**config.mk**
```make
export PLATFORM = sky130hd
export DESIGN_NAME = fifo_cmd_rx
export DESIGN_NICKNAME = d
export VERILOG_FILES = /design/src/rtl/fifo_cmd_rx_pkg.sv /design/src/rtl/fifo_cmd_rx_pop.sv /design/src/rtl/fifo_cmd_rx.sv
export SDC_FILE = /design/constraint.sdc
export NUM_CORES = 1
export LEC_CHECK = 0
export ABC_AREA = 1
export CAP_MARGIN = 15
export CELL_PAD_IN_SITES_DETAIL_PLACEMENT = 0
export CELL_PAD_IN_SITES_GLOBAL_PLACEMENT = 1
export CORE_ASPECT_RATIO = 0.75
export CORE_MARGIN = 2
export CORE_UTILIZATION = 42
export DETAILED_ROUTE_END_ITERATION = 6
export MAX_ROUTING_LAYER = met4
export PLACE_DENSITY = 0.85
export SYNTH_ARGS = -nofsm -noshare
export SYNTH_HDL_FRONTEND = slang
export SYNTH_SLANG_ARGS = --single-unit
export TNS_END_PERCENT = 100
```
**constraint.sdc**
```tcl
create_clock -name clk -period 3.5 [get_ports clk]
set_input_delay 0.875 -clock clk [delete_from_list [all_inputs] [get_ports clk]]
set_output_delay 0.875 -clock clk [all_outputs]
set_load 0.005 [all_outputs]
```
**src/rtl/fifo_cmd_rx_pkg.sv**
```systemverilog
// fifo_cmd_rx_pkg: shared constants and state codes for the ARM->68k FIFO command reader
package fifo_cmd_rx_pkg;
  localparam logic [7:0] FIFO_SYNC_BYTE = 8'h2B;
  typedef enum logic [2:0] {S_HUNT, S_CMD, S_CHK, S_LEN, S_PAY} parse_t;
  typedef enum logic [1:0] {P_IDLE, P_OE, P_GAP} pop_t;
endpackage

```
**src/rtl/fifo_cmd_rx_pop.sv**
```systemverilog
// fifo_pop: paced read-strobe generator honouring the FIFO's two-stage edge-sync pop rule
module fifo_pop
  import fifo_cmd_rx_pkg::*;
#(
  parameter int OE_HOLD = 3,
  parameter int GAP = 3
) (
  input  logic       clk,
  input  logic       rst,
  input  logic       want,
  input  logic       fifo_empty,
  input  logic [7:0] fifo_do,
  output logic       fifo_oe,
  output logic       byte_vld,
  output logic       idle,
  output logic [7:0] data
);
  pop_t st;
  logic [7:0] cnt;
  assign idle = st == P_IDLE;
  always_ff @(negedge clk or posedge rst)
    if (rst) begin
      st <= P_IDLE;
      cnt <= '0;
      fifo_oe <= 1'b0;
      byte_vld <= 1'b0;
      data <= '0;
    end else begin
      byte_vld <= 1'b0;
      case (st)
        P_IDLE: if (want && !fifo_empty) begin
          fifo_oe <= 1'b1;
          cnt <= '0;
          st <= P_OE;
        end
        P_OE: if (cnt == 8'(OE_HOLD - 1)) begin
          data <= fifo_do;
          fifo_oe <= 1'b0;
          byte_vld <= 1'b1;
          cnt <= '0;
          st <= P_GAP;
        end else cnt <= cnt + 8'd1;
        P_GAP: if (cnt == 8'(GAP - 1)) st <= P_IDLE;
               else cnt <= cnt + 8'd1;
        default: st <= P_IDLE;
      endcase
    end
endmodule

```
**src/rtl/fifo_cmd_rx.sv**
```systemverilog
// fifo_cmd_rx: FIFO consumer that deframes ARM command packets (sync, cmd, ~cmd, len, payload)
module fifo_cmd_rx
  import fifo_cmd_rx_pkg::*;
#(
  parameter int OE_HOLD = 3,
  parameter int GAP = 3,
  parameter int TIMEOUT = 50000
) (
  input  logic       clk,
  input  logic       rst,
  input  logic       fifo_empty,
  input  logic [7:0] fifo_do,
  output logic       fifo_oe,
  output logic       cmd_valid,
  output logic [7:0] cmd,
  output logic [7:0] cmd_len,
  output logic       pl_valid,
  output logic [7:0] pl_data,
  output logic       pl_last,
  input  logic       pl_ready,
  output logic       busy,
  output logic       err_sync,
  output logic       err_chk,
  output logic       err_tout
);
  localparam int TW = $clog2(TIMEOUT + 1);
  parse_t st;
  logic [7:0] cmd_q, remain, data;
  logic [TW-1:0] tcnt;
  logic byte_vld, pop_idle;
  fifo_pop #(.OE_HOLD(OE_HOLD), .GAP(GAP)) u_pop (
    .clk(clk),
    .rst(rst),
    .want(!pl_valid || pl_ready),
    .fifo_empty(fifo_empty),
    .fifo_do(fifo_do),
    .fifo_oe(fifo_oe),
    .byte_vld(byte_vld),
    .idle(pop_idle),
    .data(data)
  );
  always_ff @(negedge clk or posedge rst)
    if (rst) begin
      st <= S_HUNT;
      cmd_q <= '0;
      remain <= '0;
      tcnt <= '0;
      cmd_valid <= 1'b0;
      cmd <= '0;
      cmd_len <= '0;
      pl_valid <= 1'b0;
      pl_data <= '0;
      pl_last <= 1'b0;
      busy <= 1'b0;
      err_sync <= 1'b0;
      err_chk <= 1'b0;
      err_tout <= 1'b0;
    end else begin
      cmd_valid <= 1'b0;
      err_sync <= 1'b0;
      err_chk <= 1'b0;
      err_tout <= 1'b0;
      // a byte left over from an aborted packet still completes its handshake
      if (pl_valid && pl_ready) begin
        pl_valid <= 1'b0;
        pl_last <= 1'b0;
        if (st == S_PAY) begin
          remain <= remain - 8'd1;
          if (remain == 8'd1) begin
            st <= S_HUNT;
            busy <= 1'b0;
          end
        end
      end
      if (byte_vld)
        case (st)
          S_HUNT: if (data == FIFO_SYNC_BYTE) begin
            st <= S_CMD;
            busy <= 1'b1;
          end else err_sync <= 1'b1;
          S_CMD: begin
            cmd_q <= data;
            st <= S_CHK;
          end
          S_CHK: if (data == ~cmd_q) st <= S_LEN;
                 else begin
                   err_chk <= 1'b1;
                   busy <= 1'b0;
                   st <= S_HUNT;
                 end
          S_LEN: begin
            cmd <= cmd_q;
            cmd_len <= data;
            cmd_valid <= 1'b1;
            remain <= data;
            st <= data == 8'd0 ? S_HUNT : S_PAY;
            busy <= data != 8'd0;
          end
          S_PAY: begin
            pl_valid <= 1'b1;
            pl_data <= data;
            pl_last <= remain == 8'd1;
          end
          default: st <= S_HUNT;
        endcase
      if (byte_vld || !busy) tcnt <= '0;
      else if (pop_idle && fifo_empty) begin
        if (tcnt == TW'(TIMEOUT - 1)) begin
          tcnt <= '0;
          err_tout <= 1'b1;
          busy <= 1'b0;
          st <= S_HUNT;
        end else tcnt <= tcnt + 1'b1;
      end
    end
endmodule

```
### After elaboration in Yosys (flattened, before gate mapping)

Index checks and enable logic that the tools add are counted.

| word-level totals | value |
|---|---|
| input bits | 12 |
| output and inout bits | 32 |
| word-level logic and storage cells | 118 |
| flip-flop bits (word level) | 86 |

| operators by class | value |
|---|---|
| multiplexer cells | 58 |
| reductions and logical operators | 22 |
| add/sub/neg operators | 3 |
| bitwise logic cells | 1 |
| equality and inequality tests | 15 |

Operators with widths:

| cell | number |
|---|---|
| $mux 8 | 7 |
| $mux 16 | 3 |
| $mux 1 | 30 |
| $mux 3 | 9 |
| $pmux 8 s3 | 1 |
| $add 16x1->16 const B | 1 |
| $eq 16x16->1 const B | 1 |
| $pmux 3 s5 | 1 |
| $reduce_and 3->1 | 3 |
| $add 8x1->8 const B | 1 |
| $eq 8x1->1 const B | 1 |
| $eq 8x2->1 const B | 1 |
| $eq 8x6->1 const B | 1 |
| $eq 8x8->1 | 1 |
| $logic_not 8->1 | 1 |
| $mux 2 | 4 |
| $not 8->8 | 1 |
| $reduce_and 2->1 | 4 |
| $reduce_bool 8->1 | 1 |
| $sub 8x1->8 const B | 1 |
| $eq 3x2->1 const B | 2 |
| $ne 2x1->1 const B | 3 |
| $pmux 2 s3 | 1 |
| $reduce_bool 2->1 | 2 |
| other kinds (13) | 18 |

### Longest topological paths before layout

Gate-level depths: netlist of the first run.

| depth | value |
|---|---|
| depth after elaboration | 10 |
| mapped depth | 11 |
| mapped depth without buffers | 11 |

### By module

Synthesis of the first run repeated with hierarchy kept, for this count alone.

| second synthesis, totals | value |
|---|---|
| cells, all modules | 591 |
| area total of the unflattened synthesis | 4631.9 µm² |

Modules (own cells, without submodules):

| module | area an instance (µm²) | cells an instance | instances | sequential area each (µm²) |
|---|---|---|---|---|
| fifo_cmd_rx | 3433.3 | 430 | 1 | 1651.6 |
| fifo_pop | 1198.6 | 161 | 1 | 500.5 |

==> reports/results.txt, run 1 <==
GRT Util Overall -> 0.209
gr ovfl total -> 0
CTS tree -> yes
core box area -> 9810 sq um
Synth Instances -> 543
critical path type -> reg2out
WHS Endpoint -> cmd[4]$_DFFE_NP0P_
crit path capture type -> output port
clk root buf -> clkbuf_16
status -> complete, but fails checks
clock buffer depth -> 2
synth warn -> 0
Crit Reg-Reg Endpoint -> remain[1]$_DFF_NP0_
Final Slew Violations -> 0
Nets -> 651
total power -> 3.03 mW
final worst slack -> -0.0425 ns
Yosys reg bits -> 86
leakage power -> 2.80 nW
R2R Setup Slk -> 1.65 ns
CP bufs+invs -> 1
chip width -> 121 um
Placer Congestion -> 0.886
Post-Syn Area -> 4300 sq um
Hold Crit Class -> reg2reg
Hold Fails Final Rpt -> 0
Critical R2R Launch -> st[2]$_DFF_NP0_
RSZ-0062 raised after global routing -> yes
detailed-route DRC error count -> 0
CP Max Fanout -> 2
Vias -> 3,751
Initial Util -> 0.438
slowest CP cell -> dfrtn_1
hold_sp -> cmd[4]$_DFFE_NP0P_
via-per-instance ratio -> 4.89
clock skew -> 0.00877 ns
pwr dens -> 562 nW/um^2
CP Cell Sequence -> buf_2
largest net degree at the start of global routing -> 39
WL/cell -> 13.4 um
die height -> 91.6 um
first-pass GRT wire length -> 17,900 um
final wirelength -> 10,300 um
slowest stage delay, CP -> 0.43 ns
Area Overhead vs Synth -> 25.5%
worst hold stages -> 2
actual slew at the worst max-slew pin -> 0.697 ns
CP arrival -> 2.67 ns
worst-skew pair later-pin latency -> 0.35 ns
Peak VDD IR -> 0.000296 V
vias in the first global route -> 3,592
Finished Cell Area -> 5400 sq um
Mapped Nets -> 563
CTS clk-pin slew, worst paths -> 0.05 ns
Seq/Total Area, Yosys -> 0.500
violated checks -> negative setup slack
CTS buffer count -> 9
final setup fails -> 11
Initial DRC Count -> 246
Worst R2R Path Depth -> 7
share of cells above drive strength 1 -> 0.178
H-tree depth -> 3
Final ANT Viol Nets -> 0
clock net sink count -> 86
placed cell areas -> 5040 sq um
Pre-Repair DR Iteration Count -> 4
I/O pins -> 44
Worst EP required -> 2.62 ns
die area -> 11,100 sq um
Max-Cap Viols -> 0
antenna violations before repair -> 0
row count -> 31
Antenna Diode Count -> 0
buffers added on ports -> 43
post-DP HPWL -> 7460 um
Slew HR -> 0.534
crit start category -> flop
Yosys cell types -> 31
family with the most delay on the worst path -> flip-flops
post-synthesis area per instance -> 7.92 sq um
-- report_power, final --
| part | internal (mW) | leakage (nW) | switching, mW |
|---|---|---|---|
| registers | 1.12 | 1.12 | 0.129 |
| clock network | 0.712 | 0.166 | 0.378 |
| logic | 0.244 | 1.51 | 0.455 |
| total | 2.07 | 2.80 | 0.962 |
-- synth_stat cells --
| cell | number | area share |
|---|---|---|
| o21ai_1 | 2 | 0.0023 |
| nand4_2 | 1 | 0.0029 |
| nor2_1 | 56 | 0.049 |
| and2_1 | 1 | 0.0015 |
| clkbuf_1 | 2 | 0.0017 |
| nand3b_4 | 1 | 0.0047 |
| nand3_1 | 30 | 0.035 |
| nand4_1 | 11 | 0.016 |
| xnor2_1 | 1 | 0.0020 |
| xor2_1 | 14 | 0.029 |
| inv_2 | 3 | 0.0026 |
| o21ai_0 | 51 | 0.059 |
| buf_6 | 1 | 0.0026 |
| nor2_4 | 1 | 0.0026 |
| nand2_2 | 4 | 0.0058 |
| nor2_2 | 3 | 0.0044 |
| buf_2 | 4 | 0.0047 |
| ha_1 | 8 | 0.023 |
| inv_4 | 1 | 0.0015 |
| nand3b_1 | 1 | 0.0017 |
| mux2i_1 | 1 | 0.0023 |
| dfrtn_1 | 86 | 0.50 |
| a21oi_1 | 17 | 0.020 |
| nor3_1 | 11 | 0.013 |
| nand2_1 | 164 | 0.14 |
| buf_4 | 1 | 0.0017 |
| o211ai_1 | 2 | 0.0035 |
| a31o_2 | 1 | 0.0020 |
| nor3_4 | 2 | 0.0076 |
| a31oi_1 | 1 | 0.0015 |
| inv_1 | 61 | 0.053 |
-- routing by layer --
metal	vias to the layer above	routed length (um)	GRT usage
met3	8	407	0.0398
met5	-	0	-
met4	0	80	0.0523
met1	1772	5370	0.317
met2	70	4450	0.287
li1	1901	-	-
-- registers in the layout, indices dropped and copies added (netlist names), 2 cells and up --
register / flops
tcnt: 16
cmd: 8
cmd_len: 8
cmd_q: 8
pl_data: 8
remain: 8
u_pop.cnt: 8
u_pop.data: 8
st: 3
u_pop.st: 2
-- layout make-up --
class | count | area (sq um)
fillers | 930 | 4420
inverters | 65 | 250
repair buffers | 85 | 609
well taps | 132 | 165
clock inverters | 4 | 95.1
flip-flops and latches | 86 | 2150
clock buffers | 11 | 243
multi-input cells | 384 | 1880
-- layout by cell type (no fill, tap or decap), types with 3 or more instances in the layout --
cell type	instances
dfrtn_1	86
clkbuf_16	9
buf_2	32
clkdlybuf4s50_1	9
nand2_2	5
o21ai_1	5
nor2_1	55
o21ai_0	48
inv_2	5
buf_4	39
nor3_1	10
nand2_1	163
a21oi_1	17
xor2_1	14
nor2_2	3
bufinv_16	3
nand4_1	11
ha_1	8
nand3_1	30
inv_1	58
-- worst max-delay path by stage --
stage | startpoint | endpoint | slack, ns | cells past startpoint
3_5_place_dp | pl_ready | remain[7]$_DFF_NP0_ | -0.62 | 7
6_report | cmd[5]$_DFFE_NP0P_ | cmd[5] | -0.04 | 1
4_1_cts | pl_data[2]$_DFFE_NP0P_ | pl_data[2] | -0.06 | 1
5_1_grt | pl_data[2]$_DFFE_NP0P_ | pl_data[2] | -0.08 | 1
2_1_floorplan | rst | busy$_DFF_NP0_ | -0.02 | 1
3_3_place_gp | pl_ready | remain[7]$_DFF_NP0_ | -0.60 | 7
-- metrics by stage --
step                setup slack, ns  hold WS [ns]  setup TNS [ns]  std cells  utilization
finish                      -0.0425         0.427          -0.151        767        0.550
global route                -0.0770         0.458          -0.657        767        0.550
CTS                         -0.0640         0.428          -0.316        755        0.540
detailed placement           -0.618         0.430          -21.27        731        0.514
global placement             -0.603         0.424          -20.38        731        0.514
floorplan                   -0.0244         0.424           -2.12        543            -
-- logic make-up after synthesis --
group | count (synthesis) | synth area share
compound gates | 74 | 0.0884
xor+xnor | 15 | 0.0306
fa+ha+maj | 8 | 0.0233
buf+inv | 73 | 0.0681
flops | 86 | 0.500
mux | 1 | 0.00233
simple gates | 286 | 0.287
-- tightest hold or removal path, cell delays in order, from the launching register on --
cell     delay (ns)
dfrtn_1        0.40
nand2_1        0.05
nand2_1        0.05
-- repair_timing --
action	4_1_cts	5_1_grt
pin swaps	3	6
hold buffers	0	0
endpoints found under the setup margin	70	45
buffers inserted	9	12
gates resized for setup	135	7
No activity file was read; power rests on OpenSTA's default activity.
==> run 2, diff against run 1 <==
- CORE_UTILIZATION: 42 -> 35
- CTS_BUF_LIST: default -> sky130_fd_sc_hd__clkbuf_4 sky130_fd_sc_hd__clkbuf_8
- PLACE_DENSITY: 0.85 -> 0.74
- SLEW_MARGIN: default -> 0
==> run 2 against run 1 <==
Clock power down 31%. The flow still finishes with violations (negative setup slack). Routed wire length up 1.8%. Largest cell class unchanged. Critical path type unchanged. Sequential share of layout area up 1.0 points. Critical endpoint is now pl_data[7]. Non-clock buffer count down 7. Critical path depth unchanged.
==> reports/results.txt, run 2 (synthesis gave the netlist of run 1 again) <==
status -> complete, but fails checks (unchanged)
CTS buffer count -> 9 (unchanged)
crit start category -> flop (unchanged)
Pre-Repair DR Iteration Count -> 5 (was 4)
Hold Fails Final Rpt -> 0 (unchanged)
chip width -> 132 um (was 121 um)
gr ovfl total -> 0 (unchanged)
grt peak-use layer -> met1 (unchanged)
Worst EP required -> 2.62 ns (about the same)
GR Util met1 -> 0.250 (was 0.317)
worst setup path startpoint -> pl_data[7]$_DFFE_NP0P_ (was cmd[5]$_DFFE_NP0P_)
Nets -> 644 (was 651)
vias in the first global route -> 3,515 (was 3,592)
worst-skew pair later-pin latency -> 0.35 ns (about the same)
commonest non-fill, non-tap cell in the layout -> nand2_1 (unchanged)
final setup fails -> 19 (was 11)
R2R Setup Slk -> 1.58 ns (was 1.65 ns)
Slew HR -> 0.519 (was 0.534)
GRT Util Overall -> 0.170 (was 0.209)
die area -> 13,200 sq um (was 11,100 sq um)
clock buffer depth -> 2 (unchanged)
Finished Cell Area -> 5260 sq um (was 5400 sq um)
Placer Congestion -> 0.871 (was 0.886)
CTS tree -> yes (unchanged)
violated checks -> negative setup slack (unchanged)
die height -> 100 um (was 91.6 um)
Final ANT Viol Nets -> 0 (unchanged)
Fin Setup TNS -> -0.376 ns (was -0.151 ns)
placed cell areas -> 5060 sq um (was 5040 sq um)
Worst R2R Path Depth -> 7 (unchanged)
RSZ-0062 raised after global routing -> yes (unchanged)
most frequent cells in the layout -> 162 x nand2_1, 86 x dfrtn_1, 58 x inv_1 (was 163 x nand2_1, 86 x dfrtn_1, 58 x inv_1)
Crit Reg-Reg Endpoint -> remain[3]$_DFF_NP0_ (was remain[1]$_DFF_NP0_)
WL/cell -> 13.2 um (was 13.4 um)
I/O pins -> 44 (unchanged)
post-DP HPWL -> 7690 um (was 7460 um)
core box area -> 12,100 sq um (was 9810 sq um)
actual slew at the worst max-slew pin -> 0.719 ns (was 0.697 ns)
CP Cell Sequence -> buf_2 (unchanged)
Hold Crit Class -> reg2reg (unchanged)
CP bufs+invs -> 1 (unchanged)
row count -> 35 (was 31)
share of cells above drive strength 1 -> 0.180 (was 0.178)
max reg flops -> 16 (unchanged)
final wirelength -> 10,500 um (was 10,300 um)
buffers added on ports -> 43 (unchanged)
via-per-instance ratio -> 4.70 (was 4.89)
family with the most delay on the worst path -> flip-flops (unchanged)
GRT met2 Usage -> 0.236 (was 0.287)
Initial Util -> 0.355 (was 0.438)
critical path type -> reg2out (unchanged)
crit path capture type -> output port (unchanged)
largest net degree at the start of global routing -> 44 (was 39)
met3 GRT Util -> 0.0374 (was 0.0398)
pwr dens -> 519 nW/um^2 (was 562 nW/um^2)
Final Slew Violations -> 0 (unchanged)
Biggest register -> tcnt (unchanged)
Initial DRC Count -> 185 (was 246)
CP arrival -> 2.69 ns (was 2.67 ns)
Setup crit end -> pl_data[7] (was cmd[5])
Post-CTS Hold Fix Bufs -> 0 (unchanged)
first-pass GRT wire length -> 17,300 um (was 17,900 um)
final core occ -> 0.434 (was 0.550)
detailed-route DRC error count -> 0 (unchanged)
antenna violations before repair -> 0 (unchanged)
Antenna Diode Count -> 0 (unchanged)
leakage power -> 2.69 nW (was 2.80 nW)
CTS clk-pin slew, worst paths -> 0.06 ns (was 0.05 ns)
Vias -> 3,734 (was 3,751)
clock net sink count -> 86 (unchanged)
CP Depth -> 1 (unchanged)
Max-Cap Viols -> 0 (unchanged)
slowest CP cell -> dfrtn_1 (unchanged)
clk root buf -> clkbuf_8 (was clkbuf_16)
Critical R2R Launch -> st[2]$_DFF_NP0_ (unchanged)
H-tree depth -> 3 (unchanged)
clock skew -> 0.0112 ns (was 0.00877 ns)
worst hold stages -> 2 (unchanged)
Peak VDD IR -> 0.000221 V (was 0.000296 V)
CP Max Fanout -> 2 (unchanged)
final worst slack -> -0.0698 ns (was -0.0425 ns)
Area Overhead vs Synth -> 22.4% (was 25.5%)
slowest stage delay, CP -> 0.46 ns (was 0.43 ns)
-- run 2: repair_timing --
action                     4_1_cts  5_1_grt
gates cloned                     0        1
setup endpoints to repair       68       40
setup buffers                    6       10
pin swaps                        3        4
gates resized for setup        138       12
-- run 2: power by group --
group / internal (mW) / switching [mW] / total, mW
sequential: 1.12 / 0.124 / 1.24
combinational: 0.262 / 0.478 / 0.740
clock: 0.346 / 0.404 / 0.750
-- run 2: cell type report --
| class | instances | area [sq um] |
|---|---|---|
| Fill cell | 1251 | 6870 |
| Sequential cell | 86 | 2150 |
| Multi-Input combinational cell | 384 | 1890 |
| Timing Repair Buffer | 78 | 549 |
| Inverter | 65 | 253 |
| Tap cell | 166 | 208 |
| Clock buffer | 9 | 124 |
| Clock inverter | 7 | 85.1 |
-- run 2: how the worst min path moves through the flow --
stage | slack, ns | startpoint | endpoint
finish | 0.42 | cmd_len[6]$_DFFE_NP0P_ | cmd_len[6]$_DFFE_NP0P_
global route | 0.45 | cmd_len[5]$_DFFE_NP0P_ | cmd_len[5]$_DFFE_NP0P_
CTS | 0.42 | cmd_len[6]$_DFFE_NP0P_ | cmd_len[6]$_DFFE_NP0P_
detailed placement | 0.43 | cmd_len[6]$_DFFE_NP0P_ | cmd_len[6]$_DFFE_NP0P_
global placement | 0.42 | cmd_len[1]$_DFFE_NP0P_ | cmd_len[1]$_DFFE_NP0P_
floorplan | 0.42 | tcnt[0]$_DFFE_NP0P_ | tcnt[0]$_DFFE_NP0P_
-- run 2: worst reg2reg max path: stages, from the launching register on --
cell     delay, ns
dfrtn_1       0.51
inv_2         0.11
nand2_1       0.13
nor2_2        0.06
nand2_2       0.39
inv_2         0.25
nand2_1       0.21
o21ai_0       0.10
-- run 2: through the flow --
step / power (mW) / hold slack, ns / setup slack, ns / cells
3_3_place_gp: 1.95 / 0.425 / -0.674 / 762
6_report: 2.73 / 0.420 / -0.0698 / 795
4_1_cts: 2.71 / 0.425 / -0.0751 / 784
3_5_place_dp: 1.96 / 0.426 / -0.709 / 762
5_1_grt: 2.92 / 0.447 / -0.111 / 795
2_1_floorplan: 1.70 / 0.424 / -0.0244 / 543
-- run 2: metal layers --
layer	wire length, um	part of all wire	vias to the layer above
met5	0	0	-
met4	112	0.011	0
met3	360	0.034	8
met2	4360	0.42	80
met1	5650	0.54	1753
li1	-	-	1893
==> run 3, diff against run 2 <==
- SETUP_SLACK_MARGIN: default -> 0.1
==> run 3 against run 2 <==
The run still ends with negative setup slack left. Hold slack lost 0.0036 ns. Global-route usage is 0.32 points higher. Sequential power barely moved.
==> reports/results.txt, run 3 (synthesis gave the netlist of run 1 again) <==
worst-skew pair later-pin latency -> 0.35 ns (about the same)
Hold Fails Final Rpt -> 0 (unchanged)
Antenna Diode Count -> 0 (unchanged)
slowest stage delay, CP -> 0.45 ns (was 0.46 ns)
core box area -> 12,100 sq um (unchanged)
sequential cell area -> 2150 sq um (unchanged)
switching part of the total -> 0.343 (was 0.369)
Nets -> 638 (was 644)
Area Overhead vs Synth -> 23.1% (was 22.4%)
GRT Util Overall -> 0.173 (was 0.170)
clock buffer depth -> 2 (unchanged)
Hold Crit Class -> reg2reg (unchanged)
chip width -> 132 um (unchanged)
WL/cell -> 13.0 um (was 13.2 um)
CP Cell Sequence -> buf_2 (unchanged)
area of the multi-input gates -> 1920 sq um (was 1890 sq um)
CP Max Fanout -> 2 (unchanged)
antenna violations before repair -> 0 (unchanged)
actual slew at the worst max-slew pin -> 0.686 ns (was 0.719 ns)
final worst slack -> -0.0571 ns (was -0.0698 ns)
slowest CP cell -> dfrtn_1 (unchanged)
final setup fails -> 12 (was 19)
Initial Util -> 0.355 (unchanged)
hold slack final -> 0.417 ns (was 0.420 ns)
power share of the clock group -> 0.297 (was 0.275)
leakage power -> 2.69 nW (about the same)
CTS clk-pin slew, worst paths -> 0.06 ns (about the same)
GRT met2 Usage -> 0.230 (was 0.236)
share of cells above drive strength 1 -> 0.173 (was 0.180)
Biggest register -> tcnt (unchanged)
clk root buf -> clkbuf_8 (unchanged)
CP arrival -> 2.68 ns (was 2.69 ns)
commonest non-fill, non-tap cell in the layout -> nand2_1 (unchanged)
first-pass GRT wire length -> 17,700 um (was 17,300 um)
final wirelength -> 10,200 um (was 10,500 um)
Comb power frac -> 0.263 (was 0.271)
fill count -> 1,226 (was 1,251)
Placer Congestion -> 0.824 (was 0.871)
clock skew -> 0.00687 ns (was 0.0112 ns)
RSZ-0062 raised after global routing -> yes (unchanged)
Fin Setup TNS -> -0.236 ns (was -0.376 ns)
GR Util met1 -> 0.263 (was 0.250)
row count -> 35 (unchanged)
final core occ -> 0.436 (was 0.434)
Max-Cap Viols -> 0 (unchanged)
Final Slew Violations -> 0 (unchanged)
post-DP HPWL -> 7620 um (was 7690 um)
via-per-instance ratio -> 4.64 (was 4.70)
crit path capture type -> output port (unchanged)
Vias -> 3,660 (was 3,734)
Peak VDD IR -> 0.000219 V (was 0.000221 V)
critical path type -> reg2out (unchanged)
H-tree depth -> 3 (unchanged)
max reg flops -> 16 (unchanged)
Initial DRC Count -> 252 (was 185)
Post-CTS Hold Fix Bufs -> 0 (unchanged)
Pre-Repair DR Iteration Count -> 4 (was 5)
status -> complete, but fails checks (unchanged)
Final ANT Viol Nets -> 0 (unchanged)
clock net sink count -> 86 (unchanged)
violated checks -> negative setup slack (unchanged)
CTS tree -> yes (unchanged)
gr ovfl total -> 0 (unchanged)
pwr dens -> 532 nW/um^2 (was 519 nW/um^2)
Worst EP required -> 2.62 ns (about the same)
detailed-route DRC error count -> 0 (unchanged)
met3 GRT Util -> 0.0359 (was 0.0374)
family with the most delay on the worst path -> flip-flops (unchanged)
I/O pins -> 44 (unchanged)
Cell Int Power -> 1.85 mW (was 1.72 mW)
die height -> 100 um (unchanged)
Slew HR -> 0.541 (was 0.519)
Psw -> 0.967 mW (was 1.01 mW)
CTS buffer count -> 9 (unchanged)
Setup WS pre-CTS -> -0.712 ns (was -0.709 ns)
vias in the first global route -> 3,493 (was 3,515)
die area -> 13,200 sq um (unchanged)
buffers added on ports -> 43 (unchanged)
most frequent cells in the layout -> 160 x nand2_1, 86 x dfrtn_1, 58 x inv_1 (was 162 x nand2_1, 86 x dfrtn_1, 58 x inv_1)
sequential power share -> 0.440 (was 0.454)
largest net degree at the start of global routing -> 45 (was 44)
grt peak-use layer -> met1 (unchanged)
crit start category -> flop (unchanged)
CP bufs+invs -> 1 (unchanged)
run 3: repair_timing:
action / in CTS / in global routing
endpoints found under the setup margin: 72 / 40
pin swaps: 4 / 5
setup buffers: 6 / 4
gates resized for setup: 137 / 4
gates cloned: 0 / 0
run 3: worst paths after layout:
path / start / endpoint / slack [ns] / cells past startpoint
max in group asynchronous: rst / u_pop.cnt[4]$_DFFE_NP0P_ / 0.64 / 3
worst min-delay path: cmd[4]$_DFFE_NP0P_ / cmd[4]$_DFFE_NP0P_ / 0.42 / 2
min in group asynchronous: rst / u_pop.cnt[0]$_DFFE_NP0P_ / 2.61 / 3
worst min register to register: cmd[4]$_DFFE_NP0P_ / cmd[4]$_DFFE_NP0P_ / 0.42 / 2
worst max-delay path: u_pop.fifo_oe$_DFFE_NP0P_ / fifo_oe / -0.06 / 1
worst max register to register: st[2]$_DFF_NP0_ / remain[3]$_DFF_NP0_ / 1.58 / 7
run 3: layout make-up:
cell class,instances,share of cell area
multi-input cells,384,0.364
inverters,65,0.0482
flip-flops and latches,86,0.407
clock inverters,7,0.0213
well taps,166,0.0392
repair buffers,72,0.0976
clock buffers,9,0.0234
run 3: power by group through the flow:
stage	Sequential, mW	Combinational [mW]	Clock (mW)
after global routing	1.26	0.854	0.900
after global placement	1.25	0.735	0
after detailed placement	1.25	0.742	0
after CTS	1.24	0.752	0.864
final	1.24	0.742	0.837
after floorplan	1.21	0.524	0
run 3: stage by stage:
stage	std cells	power (mW)	cell area, sq um
finish	789	2.82	5290
detailed placement	763	2.00	5130
global placement	763	1.99	5130
CTS	785	2.85	5250
global route	789	3.01	5290
floorplan	543	1.73	4370
run 3: routing by layer:
layer | up-vias | wire (um)
li1 | 1881 | -
met1 | 1705 | 5540
met2 | 64 | 4130
met3 | 10 | 442
met4 | 0 | 121
met5 | - | 0
